$ cat src/rtl/instr_decode_if.sv
// Upstream fetch handshake and downstream decoded-entry bus of the decode stage.
// slave is the decode stage itself; master is whatever drives and consumes it.
interface instr_decode_if #(parameter int ILL_CNT_W = 16);
  logic                 flush;
  logic                 in_valid;
  logic                 in_ready;
  logic [31:0]          in_ir;
  logic [31:0]          in_pc;
  logic                 out_valid;
  logic                 out_ready;
  logic [31:0]          instr_ID;
  logic [4:0]           rs_idx;
  logic [4:0]           rt_idx;
  logic [4:0]           dst_idx;
  logic [31:0]          imm32;
  logic                 b_sel_imm;
  logic                 a_sel_rt;
  logic                 wr_en;
  logic                 illegal;
  logic [31:0]          out_pc_next;
  logic [ILL_CNT_W-1:0] ill_count;

  modport slave (
    input  flush, in_valid, in_ir, in_pc, out_ready,
    output in_ready, out_valid, instr_ID, rs_idx, rt_idx, dst_idx, imm32,
           b_sel_imm, a_sel_rt, wr_en, illegal, out_pc_next, ill_count
  );

  modport master (
    output flush, in_valid, in_ir, in_pc, out_ready,
    input  in_ready, out_valid, instr_ID, rs_idx, rt_idx, dst_idx, imm32,
           b_sel_imm, a_sel_rt, wr_en, illegal, out_pc_next, ill_count
  );
endinterface

$ cat src/rtl/instr_decode_stage.sv
// Decode stage ahead of the ALU: combinational decode of in_ir, captured into a
// 2-entry skid buffer so in_ready can be registered without losing throughput.
module instr_decode_stage #(
  parameter logic [31:0] PC_STEP   = 32'd4,
  parameter int          ILL_CNT_W = 16
) (
  input logic           clk,
  input logic           reset,
  instr_decode_if.slave bus
);
  typedef struct packed {
    logic [3:0]  id;
    logic [4:0]  rs;
    logic [4:0]  rt;
    logic [4:0]  dst;
    logic [31:0] imm;
    logic        b_sel;
    logic        a_sel;
    logic        wr_en;
    logic        illegal;
    logic [31:0] pc_next;
  } dec_t;

  typedef enum logic [1:0] {EMPTY, ONE, TWO} st_t;

  st_t                  st, st_n;
  dec_t                 dec, head, tail;
  logic                 rdy_q;
  logic [ILL_CNT_W-1:0] ill_q;
  logic                 accept, xfer;
  logic                 head_ld_dec, head_ld_tail, tail_ld;

  wire [5:0] op    = bus.in_ir[31:26];
  wire [5:0] funct = bus.in_ir[5:0];

  always_comb begin
    dec         = '0;
    dec.rs      = bus.in_ir[25:21];
    dec.rt      = bus.in_ir[20:16];
    dec.pc_next = bus.in_pc + PC_STEP;
    case (op)
      6'h00: begin
        dec.dst = bus.in_ir[15:11];
        case (funct)
          6'h20: dec.id = 4'd1;
          6'h22: dec.id = 4'd2;
          6'h21: dec.id = 4'd3;
          6'h23: dec.id = 4'd4;
          6'h24: dec.id = 4'd7;
          6'h25: dec.id = 4'd8;
          6'h00, 6'h02: begin
            dec.id    = (funct == 6'h00) ? 4'd11 : 4'd12;
            dec.a_sel = 1'b1;
            dec.b_sel = 1'b1;
            dec.imm   = {27'b0, bus.in_ir[10:6]};
          end
          default: dec.illegal = 1'b1;
        endcase
      end
      6'h08, 6'h09: begin
        dec.id    = (op == 6'h08) ? 4'd5 : 4'd6;
        dec.dst   = bus.in_ir[20:16];
        dec.b_sel = 1'b1;
        dec.imm   = {{16{bus.in_ir[15]}}, bus.in_ir[15:0]};
      end
      6'h0C, 6'h0D: begin
        dec.id    = (op == 6'h0C) ? 4'd9 : 4'd10;
        dec.dst   = bus.in_ir[20:16];
        dec.b_sel = 1'b1;
        dec.imm   = {16'b0, bus.in_ir[15:0]};
      end
      default: dec.illegal = 1'b1;
    endcase
    // Illegal words keep only the raw register fields and the PC.
    if (dec.illegal) begin
      dec.id  = '0;
      dec.dst = '0;
      dec.imm = '0;
    end
    dec.wr_en = !dec.illegal && (dec.dst != 5'd0);
  end

  assign accept = bus.in_valid && rdy_q;
  assign xfer   = (st != EMPTY) && bus.out_ready;

  always_comb begin
    st_n         = st;
    head_ld_dec  = 1'b0;
    head_ld_tail = 1'b0;
    tail_ld      = 1'b0;
    case (st)
      EMPTY: if (accept) begin st_n = ONE; head_ld_dec = 1'b1; end
      ONE: begin
        if (accept && xfer)       head_ld_dec = 1'b1;
        else if (accept)          begin st_n = TWO; tail_ld = 1'b1; end
        else if (xfer)            st_n = EMPTY;
      end
      TWO: if (xfer) begin st_n = ONE; head_ld_tail = 1'b1; end
      default: st_n = EMPTY;
    endcase
    if (bus.flush) begin
      st_n         = EMPTY;
      head_ld_dec  = 1'b0;
      head_ld_tail = 1'b0;
      tail_ld      = 1'b0;
    end
  end

  always_ff @(posedge clk or negedge reset) begin
    if (!reset) begin
      st    <= EMPTY;
      rdy_q <= 1'b1;
      head  <= '0;
      tail  <= '0;
      ill_q <= '0;
    end else begin
      st    <= st_n;
      rdy_q <= (st_n != TWO);
      if (head_ld_dec)       head <= dec;
      else if (head_ld_tail) head <= tail;
      if (tail_ld)           tail <= dec;
      if (accept && !bus.flush && dec.illegal && (ill_q != '1))
        ill_q <= ill_q + 1'b1;
    end
  end

  assign bus.in_ready    = rdy_q;
  assign bus.out_valid   = (st != EMPTY);
  assign bus.instr_ID    = {28'b0, head.id};
  assign bus.rs_idx      = head.rs;
  assign bus.rt_idx      = head.rt;
  assign bus.dst_idx     = head.dst;
  assign bus.imm32       = head.imm;
  assign bus.b_sel_imm   = head.b_sel;
  assign bus.a_sel_rt    = head.a_sel;
  assign bus.wr_en       = head.wr_en;
  assign bus.illegal     = head.illegal;
  assign bus.out_pc_next = head.pc_next;
  assign bus.ill_count   = ill_q;
endmodule

$ cat src/flat_wrapper.sv
// flat-port wrapper written by rule: the top's interface ports become plain ports
module instr_decode_stage_flat 
#(
  parameter logic [31:0] PC_STEP   = 32'd4,
  parameter int          ILL_CNT_W = 16
)
  (clk, reset, bus_flush, bus_in_valid, bus_in_ir, bus_in_pc, bus_out_ready, bus_in_ready, bus_out_valid, bus_instr_ID, bus_rs_idx, bus_rt_idx, bus_dst_idx, bus_imm32, bus_b_sel_imm, bus_a_sel_rt, bus_wr_en, bus_illegal, bus_out_pc_next, bus_ill_count);
  instr_decode_if #(.ILL_CNT_W(ILL_CNT_W)) bus_i ();
  input logic clk;
  input logic reset;
  input wire logic [$bits(bus_i.flush)-1:0] bus_flush;
  input wire logic [$bits(bus_i.in_valid)-1:0] bus_in_valid;
  input wire logic [$bits(bus_i.in_ir)-1:0] bus_in_ir;
  input wire logic [$bits(bus_i.in_pc)-1:0] bus_in_pc;
  input wire logic [$bits(bus_i.out_ready)-1:0] bus_out_ready;
  output wire logic [$bits(bus_i.in_ready)-1:0] bus_in_ready;
  output wire logic [$bits(bus_i.out_valid)-1:0] bus_out_valid;
  output wire logic [$bits(bus_i.instr_ID)-1:0] bus_instr_ID;
  output wire logic [$bits(bus_i.rs_idx)-1:0] bus_rs_idx;
  output wire logic [$bits(bus_i.rt_idx)-1:0] bus_rt_idx;
  output wire logic [$bits(bus_i.dst_idx)-1:0] bus_dst_idx;
  output wire logic [$bits(bus_i.imm32)-1:0] bus_imm32;
  output wire logic [$bits(bus_i.b_sel_imm)-1:0] bus_b_sel_imm;
  output wire logic [$bits(bus_i.a_sel_rt)-1:0] bus_a_sel_rt;
  output wire logic [$bits(bus_i.wr_en)-1:0] bus_wr_en;
  output wire logic [$bits(bus_i.illegal)-1:0] bus_illegal;
  output wire logic [$bits(bus_i.out_pc_next)-1:0] bus_out_pc_next;
  output wire logic [$bits(bus_i.ill_count)-1:0] bus_ill_count;
  assign bus_i.flush = bus_flush;
  assign bus_i.in_valid = bus_in_valid;
  assign bus_i.in_ir = bus_in_ir;
  assign bus_i.in_pc = bus_in_pc;
  assign bus_i.out_ready = bus_out_ready;
  assign bus_in_ready = bus_i.in_ready;
  assign bus_out_valid = bus_i.out_valid;
  assign bus_instr_ID = bus_i.instr_ID;
  assign bus_rs_idx = bus_i.rs_idx;
  assign bus_rt_idx = bus_i.rt_idx;
  assign bus_dst_idx = bus_i.dst_idx;
  assign bus_imm32 = bus_i.imm32;
  assign bus_b_sel_imm = bus_i.b_sel_imm;
  assign bus_a_sel_rt = bus_i.a_sel_rt;
  assign bus_wr_en = bus_i.wr_en;
  assign bus_illegal = bus_i.illegal;
  assign bus_out_pc_next = bus_i.out_pc_next;
  assign bus_ill_count = bus_i.ill_count;
  instr_decode_stage #(.PC_STEP(PC_STEP), .ILL_CNT_W(ILL_CNT_W)) u_core (.clk(clk), .reset(reset), .bus(bus_i));
endmodule
$ cat config.mk
export PLATFORM = sky130hd
export DESIGN_NAME = instr_decode_stage_flat
export DESIGN_NICKNAME = d
export VERILOG_FILES = /design/src/rtl/instr_decode_if.sv /design/src/rtl/instr_decode_stage.sv /design/src/flat_wrapper.sv
export SDC_FILE = /design/constraint.sdc
export NUM_CORES = 1
export LEC_CHECK = 0
export ABC_AREA = 1
export BUFFER_PORTS_ARGS = -buffer_cell sky130_fd_sc_hd__buf_2
export CAP_MARGIN = 20
export CORE_AREA = 2 2 150 152
export DETAILED_ROUTE_END_ITERATION = 10
export DIE_AREA = 0 0 152 154
export HOLD_SLACK_MARGIN = 0.05
export PLACE_DENSITY = 0.64
export SLEW_MARGIN = 20
export SYNTH_ARGS = -nofsm -noshare
export SYNTH_HDL_FRONTEND = slang
export SYNTH_SLANG_ARGS = --single-unit
$ cat constraint.sdc
create_clock -name clk -period 1.76 [get_ports clk]
set_input_delay 0.352 -clock clk [delete_from_list [all_inputs] [get_ports clk]]
set_output_delay 0.352 -clock clk [all_outputs]
set_load 0.05 [all_outputs]
* Word level (Yosys, flattened, before mapping) *
Cells that the tools add are included.

storage, ports and cells
  register bits = 193
  latch bits = 0
  RAM bits = 0
  memory bits (read-only) = 0
  bits of input ports = 69
  output and inout bits = 133
  memories = 0

operators by class
  add/subtract/negate cells = 2
  multipliers = 0
  div/mod/pow operators = 0
  $lt $le $gt $ge = 0
  equal/unequal tests = 15
  shift operators = 0
  multiplexer cells = 31
  bitwise gates (word level) = 0
  reduce and logical (&&, ||, !) cells = 20

operators with widths
  cell                   number
  $mux 87                2
  $pmux 38 s3            1
  $mux 37                1
  $eq 6x6->1 const B     6
  $add 32x3->32 const B  1
  $pmux 4 s7             1
  $eq 6x4->1 const B     4
  $add 16x1->16 const B  1
  $mux 2                 8
  $ne 16x16->1 const B   1
  $logic_not 6->1        2
  $pmux 4 s3             1
  $mux 1                 11
  $reduce_or 8->1        1
  $logic_and 1x1->1      7
  $mux 7                 1
  $eq 6x2->1 const B     1
  $pmux 2 s3             1
  $reduce_or 2->1        3
  $reduce_bool 5->1      1
  $mux 4                 1
  $pmux 1 s2             2
  $reduce_bool 2->1      2
  $reduce_or 4->1        1
  6 further kinds        7

* Logic depth before layout (Yosys ltp) *
Gate-level depths: netlist of run 1.

  word-level depth = 8
  gate-level depth with buffers = 12
  depth with buffers taken out = 11

* Worst setup path before layout of run 1 *
OpenSTA, ideal clock, no wires.

  path kind = flip-flop to flip-flop
  start point = register u_core.ill_q[0], in the netlist u_core.bus.ill_count[0]
  end point = register u_core.ill_q[3], in the netlist u_core.bus.ill_count[3]
  library setup time = 0.066 ns
  data arrival time = 1.913 ns
  slack = -0.220 ns
  stages on the path, launching flop included = 10
  path buffers = 2
  cells stage by stage = dfrtp_1 -> ha_1 -> nand3_2 -> nor3_4 -> nand4_1 -> nand2_2 -> buf_6 -> buf_6 -> nand2_1 -> nand2_1

on the way
  longest elaborated chain between the ends = 2

RTL lines
  what                                                                   line                       text
  start, declared                                                        instr_decode_stage.sv:29   logic [ILL_CNT_W-1:0] ill_q;
  start signal, assigned                                                 instr_decode_stage.sv:123  ill_q <= ill_q + 1'b1;
  parallel branches: the longest is 2 deep, another holds $add 16x1->16  n/a

Parallel ways; which one is timed is not known.
A chain may end at the register's enable or synchronous reset.

==> results of run 1 <==
[flip-flops by register name (all words and copies together) (netlist names)]
signal	count
u_core.bus.ill_count	16
u_core.bus.rt_idx	5
u_core.bus.a_sel_rt	1
u_core.bus.out_pc_next	32
u_core.bus.b_sel_imm	1
u_core.st	2
u_core.bus.illegal	1
u_core.bus.imm32	17
u_core.bus.instr_ID	4
u_core.bus.dst_idx	5
u_core.bus.rs_idx	5
u_core.tail	72
u_core.bus.in_ready	1
u_core.bus.wr_en	1
[worst max path at each step]
stage | end | cells past startpoint
floorplan | u_core.bus.imm32[30] | 11
global placement | u_core.bus.imm32[30] | 9
detailed placement | u_core.bus.imm32[30] | 9
finish | bus_imm32[24] | 1
global route | u_core.bus.out_pc_next[31] | 10
CTS | u_core.bus.imm32[30] | 10
[kinds of logic (layout without fill, tap and decap cells)]
group / Yosys count / in the layout
simple gates: 510 / 510
flops: 163 / 163
fa+ha+maj: 2 / 2
buf+inv: 193 / 363
xor+xnor: 39 / 39
compound gates: 160 / 160
other cells: 1 / 28
[report_power, final]
group	switching (mW)	internal [mW]	leakage [nW]	total, mW
clock	1.62	2.33	0.303	3.96
combinational	2.21	0.798	2.90	3.01
sequential	0.373	4.43	2.07	4.81
[metal layers]
| layer | vias to the layer above | wire length, µm |
|---|---|---|
| met4 | 0 | 478 |
| met2 | 245 | 11100 |
| met5 | - | 0 |
| met3 | 33 | 1129 |
| li1 | 3721 | - |
| met1 | 3573 | 10960 |
[per-stage QoR]
stage / cells / utilization / setup TNS, ns
6_report: 1545 / 0.4841 / 0
5_1_grt: 1545 / 0.4841 / 0
4_1_cts: 1545 / 0.4833 / 0
3_5_place_dp: 1512 / 0.4541 / -0.4043
3_3_place_gp: 1512 / 0.4541 / -0.3201
2_1_floorplan: 1095 / - / -0.002005
[timing repair]
| action | in CTS | in global routing |
|---|---|---|
| endpoints found under the hold margin | 20 | 0 |
| hold buffers | 1 | 0 |
| resized for setup | 0 | 6 |
| endpoints found under the setup margin | 0 | 59 |
[tightest hold or removal path: cells and delay by family]
kind	cells	cell delay, ns
compound gates	1	0.06
buf+inv	1	0.08
simple gates	1	0.04
[layout make-up]
class | count | area, µm²
inverters | 107 | 406.6
well taps | 280 | 350.3
clock inverters | 13 | 170.2
repair buffers | 224 | 1378
multi-input cells | 739 | 3656
fillers | 2107 | 11190
clock buffers | 19 | 452.9
flip-flops and latches | 163 | 4085
[layout by cell type (no fill, tap or decap), types with 10 or more instances in the layout]
master	instances
o21ai_0	87
inv_1	100
nor2_1	65
nor3_1	16
o22ai_1	10
buf_2	172
nand2_1	344
nand4_1	15
xor2_1	26
o211ai_1	42
conb_1	28
clkbuf_16	17
buf_4	39
xnor2_1	13
dfrtp_1	158
nand3_1	37
==> flow_metrics.py, run 1 <==
metrics = {
    "synthesis": {
        "synth_simple_gate_area_frac": 0.2544,
        "synthAdderAreaFrac": 0.002935,
        "yosysUniqueCellTypes": 40,
        "synth-main-ff-cell": "dfrtp_1",
        "yosys.area.top_type": "dfrtp_1",
        "synth_top_area_frac": 0.4754,
        "synthTopCellsByArea": "dfrtp_1 48%, nand2_1 15%, o21ai_0 5.1%",
        "synth-xor-area-share": 0.04006,
        "yosysMostFrequentCell": "nand2_1",
        "avgSynthCellArea_um2": 7.984,
        "yosys_warnings": 0,
        "synth_seq_area_share": 0.4785,
        "synth_common_cells": "345 x nand2_1, 162 x dfrtp_1, 102 x inv_1",
        "synth_top_family_by_area": "simple AND/OR/NAND/NOR gates",
        "synth_area_um2": 8527,
        "synth-compound-area-share": 0.1140,
        "synth_edf_count": 0,
        "synthCells": 1068,
        "async_flop_share": 1.000,
        "ys_ff_latch": 163,
        "synth_mux_area_frac": 0,
    },
    "grt": {
        "grt_pass1_wl_mm": 38.36,
        "globalRouteMet2Util": 0.3320,
        "grtUsageMet1": 0.2778,
        "grt_max_degree": 53,
        "grt.total_usage": 0.2035,
        "use_met3": 0.03636,
        "gr-total-overflow": 0,
        "antenna_found_initial": 0,
        "grt_pass1_vias": 7236,
        "grt-busiest-layer": "met2",
    },
    "clocking": {
        "post-cts-setup-buffer-count": 0,
        "cts_sinks": 163,
        "cts_tree": "yes",
        "numCtsBuffers": 17,
        "clkLatencyLatePin_ns": 0.43,
        "clkTransAtPathRegs_ns": 0.07,
        "root_buffer": "clkbuf_16",
        "h-tree-depth": 4,
        "clock_path_buffers": 2,
    },
    "final_layout": {
        "syn2layout_area_growth_pct": 23.13,
        "n_antenna_cell": 0,
        "drive_above_1_share": 0.2340,
        "fin_area_um2": 10500,
        "nets": 1323,
    },
    "setup_path": {
        "r2r_start": "u_core.bus.in_ready",
        "r2r_setup_slack_ns": 0.12,
        "path_class": "reg2out",
        "reg2reg_depth": 10,
        "cp-start-kind": "flop",
        "crit_chain": "buf_2",
        "r2r_end": "u_core.bus.out_pc_next[31]",
        "cp-end-kind": "output pin",
        "critPathRequiredTime_ns": 1.41,
        "slowest_stage": "dfrtp_1",
        "crit_path_start": "u_core.bus.imm32[30]",
        "worst-path-max-fanout": 17,
        "worstPathArrival_ns": 1.32,
        "worst-path-buf-inv": 1,
        "cp_top_family": "flip-flops",
        "slowest_delay_ns": 0.56,
    },
    "sta": {
        "finalSetupViolations": 0,
        "holdWs_ns": 0.1470,
        "finClkSkew_ns": 0.01058,
        "hold_violations": 0,
        "post-route-min-period_ns": 1.677,
        "grt_setup_unrepaired": "false",
        "min_period_over_period": 0.9528,
        "fmax_mhz": 596.3,
        "drv_slew": 0,
        "worst_slack_ns": 0.08308,
    },
    "placement": {
        "placed_area_um2": 9848,
        "gp_congestion": 0.9496,
        "post-place-ws_ns": -0.05452,
        "dp_hpwl_mm": 17.30,
        "port-buffer-count": 173,
    },
    "routing": {
        "routedWlPerCell_um": 15.32,
        "drtIter0Drc": 450,
        "dr.pass1.iters": 5,
        "post-route-drc-count": 0,
        "wl_mm": 23.67,
        "viasPerCell": 4.901,
        "dr_total_vias": 7572,
        "ant_nets": 0,
    },
    "power_and_ir_drop": {
        "ir_drop_uv": 685.9,
        "leakage_nw": 5.277,
        "p_per_area_nw_per_um2": 1121,
        "power_mw": 11.77,
    },
    "floorplan": {
        "die-area_um2": 23410,
        "coreArea_um2": 21690,
        "chipHeight_um": 154,
        "dieWidth_um": 152,
        "io_pins": 202,
        "start_util": 0.3932,
        "num_rows": 54,
    },
    "min_path": {
        "whs_endpoint": "u_core.tail[80]",
        "min_from": "bus_in_ir[23]",
        "min_path_type": "in2reg",
        "holdPathStages": 3,
    },
    "status": {
        "outcome": "finished clean",
    },
    "run": {
        "maxCapViolCount": 0,
    },
}
(Power assumes the default switching activity.)
==> run 2, diff against run 1 <==
CORE_AREA = 2 2 107 212   (was 2 2 150 152)
DIE_AREA = 0 0 109 214   (was 0 0 152 154)
==> run 2 against run 1 <==
  * Sequential power is essentially flat
  * Non-clock buffer count grew 19
  * Die area shrank 0.35%
  * Hold slack lost 0.0039 ns
  * First-iteration DRC count shrank 6.4%
  * Core utilization grew 0.75 points
  * Flip-flop and latch count is the same
  * Wire length grew 9.9%
  * Final area grew 1.1%
  * Register-to-register slack is essentially flat
  * Sequential share of layout area shrank 0.40 points
  * Clock power shrank 6.6%
  * Largest cell class unchanged
==> flow_metrics.py, run 2 (synthesized netlist as in run 1, its figures left out) <==
metrics = {
    "run": {
        "maxCapViolCount": 0,
    },
    "clocking": {
        "clkLatencyLatePin_ns": 0.44,
        "numCtsBuffers": 17,
        "clkTransAtPathRegs_ns": 0.07,
        "h-tree-depth": 4,
        "root_buffer": "clkbuf_16",
        "clock_path_buffers": 2,
        "cts_tree": "yes",
        "cts_sinks": 163,
        "post-cts-setup-buffer-count": 0,
    },
    "sta": {
        "setup_tns_ns": 0,
        "holdWs_ns": 0.1432,
        "min_period_over_period": 0.9346,
        "grt_setup_unrepaired": "true",
        "finClkSkew_ns": 0.009191,
        "fmax_mhz": 608.0,
        "post-route-min-period_ns": 1.645,
        "finalSetupViolations": 0,
        "drv_slew": 0,
        "hold_violations": 0,
    },
    "floorplan": {
        "num_rows": 76,
        "coreArea_um2": 21590,
        "start_util": 0.3950,
        "die-area_um2": 23330,
        "dieWidth_um": 109,
        "io_pins": 202,
        "chipHeight_um": 214,
    },
    "setup_path": {
        "critPathRequiredTime_ns": 2.08,
        "cp-start-kind": "flop",
        "worst-path-max-fanout": 29,
        "cp-end-kind": "flop",
        "crit_chain": "nand2_2 > inv_2 > nand2_4 > nor2_4 > inv_2 > nand2_4 > inv_4 > buf_12 > a22oi_1 > o21ai_0",
        "path_class": "reg2reg",
        "slowest_delay_ns": 0.54,
        "reg2reg_depth": 10,
        "slowest_stage": "dfstp_2",
        "worstPathArrival_ns": 1.96,
    },
    "final_layout": {
        "n_antenna_cell": 0,
        "layout_commonest_cell": "nand2_1",
        "largest_register_ff_count": 72,
        "final_cell_mix": "344 x nand2_1, 172 x buf_2, 157 x dfrtp_1",
        "regMostFlops": "u_core.tail",
        "syn2layout_area_growth_pct": 24.43,
        "nets": 1342,
        "drive_above_1_share": 0.2469,
    },
    "routing": {
        "viasPerCell": 4.937,
        "routedWlPerCell_um": 16.70,
        "post-route-drc-count": 0,
        "dr_total_vias": 7687,
        "dr.pass1.iters": 5,
        "ant_nets": 0,
        "drtIter0Drc": 421,
        "wl_mm": 26.01,
    },
    "grt": {
        "grt_pass1_wl_mm": 41.13,
        "grt_max_degree": 57,
        "grt.total_usage": 0.2331,
        "grt_pass1_vias": 7859,
        "antenna_found_initial": 0,
        "gr-total-overflow": 0,
    },
    "min_path": {
        "min_path_type": "in2reg",
        "holdPathStages": 3,
    },
    "placement": {
        "port-buffer-count": 173,
        "dp_hpwl_mm": 19.97,
        "gp_congestion": 0.9049,
    },
    "power_and_ir_drop": {
        "ir_drop_uv": 630.0,
        "p_per_area_nw_per_um2": 1089,
        "leakage_nw": 5.363,
    },
    "status": {
        "outcome": "finished clean",
    },
}
run 2: per-stage QoR:
| stage | setup WS (ns) | utilization | instances | power [mW] | area (µm²) |
|---|---|---|---|---|---|
| final | 0.1152 | 0.4915 | 1557 | 11.55 | 10610 |
| after global routing | -0.02062 | 0.4915 | 1557 | 12.14 | 10610 |
| after CTS | 0.03306 | 0.4911 | 1557 | 11.70 | 10600 |
| after detailed placement | -0.08006 | 0.4636 | 1524 | 7.945 | 10010 |
| after global placement | -0.07185 | 0.4636 | 1524 | 7.882 | 10010 |
| after floorplan | -0.002005 | - | 1095 | 6.989 | 8681 |
run 2: final cells by class:
class	count	area (µm²)
fill	2153	10980
inverter	107	404.1
clock inverter	14	143.9
clock buffer	18	439.2
sequential	163	4086
timing repair buffer	243	1541
tap	273	341.6
multi-input combinational	739	3654
run 2: per-layer routing:
metal,vias to the layer above,wire length (µm),global-route usage,part of all wire
met2,243,14360,0.4352,0.55
met5,-,0,0,0
met4,0,1518,0.1415,0.058
met1,3616,8958,0.2304,0.34
li1,3758,-,-,-
met3,70,1165,0.03713,0.045
run 2: final timing paths:
kind	start	end	slack, ns
worst max-delay path	u_core.bus.in_ready	u_core.bus.illegal	0.12
worst min-delay path	bus_in_ir[21]	u_core.tail[78]	0.14
worst max register to register	u_core.bus.in_ready	u_core.bus.illegal	0.12
worst min register to register	u_core.bus.rs_idx[3]	u_core.bus.rs_idx[3]	0.48
max in group asynchronous	reset	u_core.bus.imm32[30]	0.73
min in group asynchronous	reset	u_core.bus.imm32[1]	0.42
run 2: worst max-delay path, delay by kind of cell (launching register included):
| family | cells | cell delay, ns |
|---|---|---|
| and+or+nand+nor | 4 | 0.34 |
| buffers and inverters | 4 | 0.41 |
| AOI/OAI and AO/OA | 2 | 0.23 |
| DFF | 1 | 0.54 |
run 2: power by group:
| group | internal [mW] | switching, mW | total, mW |
|---|---|---|---|
| sequential | 4.43 | 0.373 | 4.80 |
| clock | 2.03 | 1.67 | 3.70 |
| combinational | 0.818 | 2.23 | 3.05 |
| total | 7.28 | 4.28 | 11.6 |
run 2: timing repair:
item                                   in CTS  in global routing
endpoints found under the hold margin      37                  0
hold buffers                                1                  0
setup endpoints to repair                   0                 23
resized for setup                           0                  5
